$ cat src/rtl/alu_result_stage_if.sv
// alu_result_stage_if
// Bundles the upstream result handshake, the downstream EX/MEM handshake,
// the flush strobe and the architectural flag outputs of the result stage.
//   slave  : the result stage itself (takes in_*, flush, out_ready;
//            drives in_ready, out_*, flag_*)
//   master : the surrounding pipeline (the opposite directions)
interface alu_result_stage_if #(
    parameter int TAG_W = 4
);
    logic             in_valid;
    logic             in_ready;
    logic [15:0]      in_sum;
    logic             in_pos_ovfl;
    logic             in_neg_ovfl;
    logic             in_arith;
    logic             in_zupd;
    logic [TAG_W-1:0] in_dst;
    logic             flush;
    logic             out_valid;
    logic             out_ready;
    logic [15:0]      out_result;
    logic [TAG_W-1:0] out_dst;
    logic             flag_z;
    logic             flag_v;
    logic             flag_n;

    modport slave (
        input  in_valid, in_sum, in_pos_ovfl, in_neg_ovfl, in_arith, in_zupd,
               in_dst, flush, out_ready,
        output in_ready, out_valid, out_result, out_dst, flag_z, flag_v, flag_n
    );

    modport master (
        output in_valid, in_sum, in_pos_ovfl, in_neg_ovfl, in_arith, in_zupd,
               in_dst, flush, out_ready,
        input  in_ready, out_valid, out_result, out_dst, flag_z, flag_v, flag_n
    );
endinterface

$ cat src/rtl/alu_result_stage.sv
// alu_result_stage
// Registered result stage behind the 16-bit CLA adder in Execute. Applies
// saturating arithmetic to ADD/SUB results, buffers results in a 2-entry
// valid/ready FIFO toward EX/MEM, and owns the Z/V/N flag register, which
// is updated only when a result commits downstream.
// Ports:
//   clk   : rising-edge clock
//   rst_n : asynchronous active-low reset
//   bus   : alu_result_stage_if.slave (upstream in_*, downstream out_*,
//           flush, flag_z/flag_v/flag_n)
module alu_result_stage #(
    parameter int DEPTH = 2,   // fixed at 2; pointers are 1 bit wide
    parameter int TAG_W = 4
) (
    input  logic                 clk,
    input  logic                 rst_n,
    alu_result_stage_if.slave    bus
);

    typedef struct packed {
        logic [15:0]      result;
        logic [TAG_W-1:0] dst;
        logic             arith;
        logic             zupd;
        logic             ovfl;
    } entry_t;

    entry_t     mem [DEPTH];
    entry_t     new_entry;
    entry_t     head;
    logic [1:0] count;
    logic       wr_ptr;
    logic       rd_ptr;
    logic       accept;
    logic       commit;
    logic       flag_z;
    logic       flag_v;
    logic       flag_n;

    // Handshakes depend only on the registered count, never on the
    // opposite side's valid/ready, so no combinational path crosses the stage.
    assign bus.in_ready  = (count != 2'd2);
    assign bus.out_valid = (count != 2'd0);

    // Flush overrides both sides in the cycle it is asserted.
    assign accept = bus.in_valid  & bus.in_ready  & ~bus.flush;
    assign commit = bus.out_valid & bus.out_ready & ~bus.flush;

    // Saturation is applied on the way in so the stored result is already
    // architectural; positive overflow wins if both bits are (illegally) set.
    always_comb begin
        // NOTE: every field gets a default first so no latch is inferred.
        new_entry        = '0;
        new_entry.result = bus.in_sum;
        new_entry.dst    = bus.in_dst;
        new_entry.arith  = bus.in_arith;
        new_entry.zupd   = bus.in_zupd;
        new_entry.ovfl   = bus.in_arith & (bus.in_pos_ovfl | bus.in_neg_ovfl);
        if (bus.in_arith) begin
            if (bus.in_pos_ovfl) begin
                new_entry.result = 16'h7FFF;
            end else if (bus.in_neg_ovfl) begin
                new_entry.result = 16'h8000;
            end
        end
    end

    assign head           = mem[rd_ptr];
    assign bus.out_result = head.result;
    assign bus.out_dst    = head.dst;

    // FIFO storage and pointers.
    always_ff @(posedge clk or negedge rst_n) begin
        if (!rst_n) begin
            // NOTE: the two entries are reset so out_result/out_dst read 0
            // after reset; at this depth the cost is negligible.
            for (int i = 0; i < DEPTH; i++) begin
                mem[i] <= '0;
            end
            count  <= 2'd0;
            wr_ptr <= 1'b0;
            rd_ptr <= 1'b0;
        end else if (bus.flush) begin
            count  <= 2'd0;
            wr_ptr <= 1'b0;
            rd_ptr <= 1'b0;
        end else begin
            // NOTE: non-blocking assignments keep every register sampling
            // the pre-edge values of the others.
            if (accept) begin
                mem[wr_ptr] <= new_entry;
                wr_ptr      <= ~wr_ptr;
            end
            if (commit) begin
                rd_ptr <= ~rd_ptr;
            end
            case ({accept, commit})
                2'b10:   count <= count + 2'd1;
                2'b01:   count <= count - 2'd1;
                default: count <= count;
            endcase
        end
    end

    // Architectural flags follow the committing head entry. An entry with
    // both arith and zupd set behaves as arith.
    always_ff @(posedge clk or negedge rst_n) begin
        if (!rst_n) begin
            flag_z <= 1'b0;
            flag_v <= 1'b0;
            flag_n <= 1'b0;
        end else if (commit) begin
            if (head.arith) begin
                flag_z <= (head.result == 16'h0000);
                flag_n <= head.result[15];
                flag_v <= head.ovfl;
            end else if (head.zupd) begin
                flag_z <= (head.result == 16'h0000);
            end
        end
    end

    assign bus.flag_z = flag_z;
    assign bus.flag_v = flag_v;
    assign bus.flag_n = flag_n;

endmodule

$ cat src/flat_wrapper.sv
// flat-port wrapper written by rule: the top's interface ports become plain ports
module alu_result_stage_flat 
#(
    parameter int DEPTH = 2,                                         
    parameter int TAG_W = 4
)
  (clk, rst_n, bus_in_valid, bus_in_sum, bus_in_pos_ovfl, bus_in_neg_ovfl, bus_in_arith, bus_in_zupd, bus_in_dst, bus_flush, bus_out_ready, bus_in_ready, bus_out_valid, bus_out_result, bus_out_dst, bus_flag_z, bus_flag_v, bus_flag_n);
  alu_result_stage_if #(.TAG_W(TAG_W)) bus_i ();
  input  logic clk;
  input  logic rst_n;
  input wire logic [$bits(bus_i.in_valid)-1:0] bus_in_valid;
  input wire logic [$bits(bus_i.in_sum)-1:0] bus_in_sum;
  input wire logic [$bits(bus_i.in_pos_ovfl)-1:0] bus_in_pos_ovfl;
  input wire logic [$bits(bus_i.in_neg_ovfl)-1:0] bus_in_neg_ovfl;
  input wire logic [$bits(bus_i.in_arith)-1:0] bus_in_arith;
  input wire logic [$bits(bus_i.in_zupd)-1:0] bus_in_zupd;
  input wire logic [$bits(bus_i.in_dst)-1:0] bus_in_dst;
  input wire logic [$bits(bus_i.flush)-1:0] bus_flush;
  input wire logic [$bits(bus_i.out_ready)-1:0] bus_out_ready;
  output wire logic [$bits(bus_i.in_ready)-1:0] bus_in_ready;
  output wire logic [$bits(bus_i.out_valid)-1:0] bus_out_valid;
  output wire logic [$bits(bus_i.out_result)-1:0] bus_out_result;
  output wire logic [$bits(bus_i.out_dst)-1:0] bus_out_dst;
  output wire logic [$bits(bus_i.flag_z)-1:0] bus_flag_z;
  output wire logic [$bits(bus_i.flag_v)-1:0] bus_flag_v;
  output wire logic [$bits(bus_i.flag_n)-1:0] bus_flag_n;
  assign bus_i.in_valid = bus_in_valid;
  assign bus_i.in_sum = bus_in_sum;
  assign bus_i.in_pos_ovfl = bus_in_pos_ovfl;
  assign bus_i.in_neg_ovfl = bus_in_neg_ovfl;
  assign bus_i.in_arith = bus_in_arith;
  assign bus_i.in_zupd = bus_in_zupd;
  assign bus_i.in_dst = bus_in_dst;
  assign bus_i.flush = bus_flush;
  assign bus_i.out_ready = bus_out_ready;
  assign bus_in_ready = bus_i.in_ready;
  assign bus_out_valid = bus_i.out_valid;
  assign bus_out_result = bus_i.out_result;
  assign bus_out_dst = bus_i.out_dst;
  assign bus_flag_z = bus_i.flag_z;
  assign bus_flag_v = bus_i.flag_v;
  assign bus_flag_n = bus_i.flag_n;
  alu_result_stage #(.DEPTH(DEPTH), .TAG_W(TAG_W)) u_core (.clk(clk), .rst_n(rst_n), .bus(bus_i));
endmodule
$ cat config.mk
export PLATFORM = sky130hd
export DESIGN_NAME = alu_result_stage_flat
export DESIGN_NICKNAME = d
export VERILOG_FILES = /design/src/rtl/alu_result_stage_if.sv /design/src/rtl/alu_result_stage.sv /design/src/flat_wrapper.sv
export SDC_FILE = /design/constraint.sdc
export NUM_CORES = 1
export LEC_CHECK = 0
export ABC_AREA = 1
export CORE_ASPECT_RATIO = 1.25
export CORE_MARGIN = 8
export CORE_UTILIZATION = 55
export DETAILED_ROUTE_END_ITERATION = 8
export GPL_TIMING_DRIVEN = 0
export PLACE_DENSITY_LB_ADDON = 0.12
export SLEW_MARGIN = 15
export SYNTH_ARGS = -nofsm -noshare
export SYNTH_HDL_FRONTEND = slang
export SYNTH_SLANG_ARGS = --single-unit
$ cat constraint.sdc
create_clock -name clk -period 2.2 [get_ports clk]
set_input_delay 0.44 -clock clk [delete_from_list [all_inputs] [get_ports clk]]
set_output_delay 0.44 -clock clk [all_outputs]
set_load 0.005 [all_outputs]
; After elaboration in Yosys (flattened, before gate mapping)
; Cells that the tools add are included.
[word_totals]
ff_bits = 53
latch_bits = 0
mem_bits_rw = 0
romBits = 0
out_inout_bits = 25
memories = 0
[classes]
addsub = 2
mul = 0
div_mod_pow = 0
magnitude_cmp = 3
eq_ne = 3
shift = 0
muxes = 17
n_bitwise = 11
reduce_logical = 10
[op_table]
columns = op, count
row1 = 23-bit two-way mux, 4
row2 = 16-bit two-way mux, 3
row3 = 46-bit bitwise mux, 1
row4 = 23-bit demux with 1-bit select, 1
row5 = 16-bit logical NOT, 1
row6 = 2-bit nonzero test, 4
row7 = 1-bit two-way mux, 6
row8 = 2-bit AND reduction, 3
row9 = 1-bit AND, 5
row10 = 2-bit >= comparator (second input constant), 2
row11 = 1-bit inverter with 2-bit output, 2
row12 = 2-bit case mux with 2 select lines, 1
row13 = 1-bit inverter, 3
row14 = 3-bit nonzero test, 1
row15 = 2-bit by 1-bit adder with 2-bit output (second input constant), 1
row16 = 2-bit by 1-bit equality test with 1-bit output (second input constant), 1
row17 = 2-bit equality test (second input constant), 1
row18 = 2-bit by 1-bit less-than comparator with 1-bit output (second input constant), 1
row19 = 2-bit two-way mux, 1
row20 = 2-bit inequality test (second input constant), 1
row21 = 2-bit by 1-bit subtractor with 2-bit output (second input constant), 1
row22 = 1-bit logical AND, 1
row23 = 1-bit bitwise OR, 1

; Logic depth before layout (Yosys ltp)
[logic_depth]
word_depth = 7
ltp_mapped = 9

; Worst setup path before layout
; OpenSTA, ideal clock, no wires.
[synth_timing]
path_kind = register to output
from = register u_core.rd_ptr
to = output bus_out_dst[0]
arrival_ns = 1.090
required_time_ns = 1.760
setup_slack_ns = 0.670
stages_incl_launch_ff = 7
path_buffers = 3
cell_sequence = dfrtp_1 -> inv_2 -> buf_2 -> buf_2 -> nand2_1 -> o21ai_0 -> buf_4
[synth_lines]
columns = element, line
row1 = from (decl), alu_result_stage.sv:33  ; logic rd_ptr;
row2 = from (signal assigned), alu_result_stage.sv:95  ; rd_ptr <= ~rd_ptr;
row3 = to (decl), flat_wrapper.sv:23  ; output wire logic [$bits(bus_i.out_dst)-1:0] bus_out_dst;

==> out/metrics.yaml <==
synth:
  yosysUniqueCellTypes: 20
  synth_cells: 374
  yosysWarningCount: 0
  ys_seq_area_share_pct: 46.47
  synth_xor_area_share_pct: 0
  synth-seq-cells: 53
  synth-simple-area-share_pct: 23.94
  synth-adder-area-share_pct: 0
  ys_top_cells_by_area: "dfrtp_1 46%, nand2_1 19%, inv_1 6.0%"
  yosysTopAreaCell: "dfrtp_1"
  synth_nets: 403
  synthesis.area_sq_um: 2854
  synth_top_area_share_pct: 46.47
  yosys-mux-area-fraction_pct: 0
  postSynthAreaPerCell_sq_um: 7.631
  synth_top_family_by_area: "simple AND/OR/NAND/NOR gates"
  synth_compound_area_share_pct: 13.33
timing:
  fin_worst_skew_ns: 0.01152
  worst_slew_pin_slew_ns: 0.5362
  rsz0062_at_grt: "true"
  fmax_mhz: 461.3
  timing_hold_violations_final: 0
  fin_tns_setup_ns: 0
  min_period_over_period_pct: 98.54
  slew_violations: 0
  post-route-min-period_ns: 2.168
  hold_ws_ns: 0.1010
  setup_viol: 0
  maxSlewHeadroom_pct: 64.25
cells_and_area:
  antenna-diode-count: 0
  area_growth_pct: 30.07
  drive_above_1_share_pct: 18.43
  fin_util_pct: 73.60
  fillers: 410
  final_area_sq_um: 3712
  final_nets: 474
global_route:
  grt_max_degree: 32
  antenna_found_initial: 0
  grt.busiest_layer: "met2"
  grt_overflow: 0
  track_usage_pct: 18.94
  use_met1_pct: 22.29
  grt_pass1_wl_um: 11510
  use_met2_pct: 32.15
  use_met3_pct: 4.352
  grt_pass1_vias: 2549
pwr:
  power.density_nw_per_um2: 1211
  p_comb_share_pct: 50.7
  finalPower_mw: 4.496
  ir_worst_vdd_uv: 667.2
  swShare_pct: 35.38
  clkPwrFrac_pct: 12.6
  p_switching_mw: 1.591
  sequentialPowerShare_pct: 36.8
  leakagePower_nw: 1.985
  p_int_mw: 2.906
clocking:
  root_buffer: "clkbuf_8"
  clockBufferDepth: 2
  cts_max_level: 2
  insertion_delay_ns: 0.31
  clock_sinks: 53
  cts_made_buffers: 5
  cts_tree: "done"
  clkTransAtPathRegs_ns: 0.10
worst_setup_path:
  critPathRequiredTime_ns: 1.76
  slowest_delay_ns: 0.49
  r2r_cells: 11
  regToRegEndpoint: "u_core.bus.flag_z"
  end_kind: "primary output"
  setup.worst_path.class: "reg -> out"
  cp_max_fo: 10
  rrSetupSlack_ns: 0.62
  startpoint_type: "register"
  r2r_start: "u_core.rd_ptr"
  path_cells: "buf_8 -> nand2_2 -> o21ai_4 -> inv_1 -> buf_4 -> clkdlybuf4s50_1"
  cp_slowest_cell: "clkdlybuf4s50_1"
  crit_arrival_ns: 1.73
detailed_routing:
  routed_wl_um: 6926
  drc: 0
  firstDrtPassIters: 4
  ant_nets: 0
  via_count: 2520
  via_per_inst: 4.970
  wl_per_cell_um: 13.66
  first_iter_violations: 87
placed_design:
  gp_congestion: 0.8549
  io_buffer_count: 53
  postPlaceCellArea_sq_um: 3477
  place.detailed.hpwl_um: 4970
floorplan:
  num_rows: 29
  dieHeight_um: 96.54
  pin_count: 54
  die_area_sq_um: 7765
  die_w_um: 80.43
  core_area_sq_um: 5044
  start_util_pct: 56.59
min_path:
  hold_class: "in -> async"
outcome:
  outcome: "complete, no violations"
flow_run:
  max-cap-violations: 0
[placed cells by master (no fill, tap or decap), drive strengths merged]
cell / n
nand2: 147
dfrtp: 53
buf: 50
o21ai: 49
inv: 48
clkdlybuf4s50: 38
nor2: 18
o21a: 12
dlygate4sd2: 8
clkbuf: 7
a21oi: 6
nand3: 5
dlymetal6s2s: 3
clkinv: 1
[power by group through the flow]
stage	logic, mW	registers (mW)	clock network (mW)
2_1_floorplan	1.33	1.60	0
3_3_place_gp	2.12	1.63	0
3_5_place_dp	2.17	1.65	0
4_1_cts	2.22	1.64	0.567
5_1_grt	2.52	1.70	0.605
6_report	2.28	1.65	0.565
[Yosys cell counts]
master,count
a21oi_1,6
buf_2,7
buf_4,20
buf_6,7
buf_8,1
clkinv_2,1
dfrtp_1,53
inv_1,46
inv_2,2
nand2_1,144
nand2_2,1
nand2_4,2
nand3_1,4
nand3_2,1
nor2_1,17
nor2_8,1
o21a_1,12
o21ai_0,31
o21ai_1,14
o21ai_2,4
[routing by layer]
| layer | wire, um | vias up |
|---|---|---|
| li1 | - | 1264 |
| met1 | 2991 | 1178 |
| met2 | 3428 | 63 |
| met3 | 362 | 15 |
| met4 | 144 | 0 |
| met5 | 0 | - |
[critical path: cells and delay by family, from the launching register on]
family | cells | cell delay, ns
buffers and inverters | 4 | 0.80
flip-flops | 1 | 0.46
AND/OR/NAND/NOR | 1 | 0.10
AO/OA/AOI/OAI | 1 | 0.06
[worst max-delay path by stage]
| stage | start | endpoint | depth (start not counted) |
|---|---|---|---|
| 2_1_floorplan | u_core.rd_ptr | bus_out_dst[0] | 6 |
| 3_3_place_gp | rst_n | u_core.mem[19] | 1 |
| 3_5_place_dp | u_core.rd_ptr | bus_out_dst[2] | 7 |
| 4_1_cts | u_core.rd_ptr | bus_out_result[10] | 5 |
| 5_1_grt | u_core.rd_ptr | bus_out_result[6] | 6 |
| 6_report | u_core.rd_ptr | bus_out_result[6] | 6 |
[stage by stage]
| step | worst slack, ns | cells |
|---|---|---|
| 2_1_floorplan | 0.6703 | 374 |
| 3_3_place_gp | -0.8957 | 489 |
| 3_5_place_dp | -0.1084 | 490 |
| 4_1_cts | -0.01335 | 503 |
| 5_1_grt | -0.03381 | 507 |
| 6_report | 0.03203 | 507 |
[state kept, by name (all words and copies together), names as in the netlist]
name / flops
u_core.count: 2
u_core.wr_ptr: 1
u_core.bus.flag_n: 1
u_core.bus.flag_z: 1
u_core.bus.flag_v: 1
u_core.rd_ptr: 1
u_core.mem: 46
[cell type report]
| cell class | instances | area, sq um | share of cell area [%] |
|---|---|---|---|
| Inverter | 49 | 185.2 | 4.988 |
| Tap cell | 62 | 77.57 | 2.090 |
| Multi-Input combinational cell | 237 | 1116 | 30.06 |
| Timing Repair Buffer | 64 | 611.8 | 16.48 |
| Clock buffer | 7 | 86.33 | 2.326 |
| Sequential cell | 53 | 1328 | 35.76 |
| Buffer | 35 | 307.8 | 8.291 |
[cell families (layout without fill, tap and decap cells)]
logic type | after synthesis | count (layout)
and+or+nand+nor | 170 | 170
buffers and inverters | 84 | 155
AOI/OAI and AO/OA | 67 | 67
DFF | 53 | 53
[timing repair]
item                       4_1_cts  5_1_grt
setup buffers                    5        4
pin swaps                        1        1
gates cloned                     1        0
hold buffers                     0        0
setup endpoints to repair       18       10
resized for setup               32       16
No activity file was read; power rests on OpenSTA's default activity.
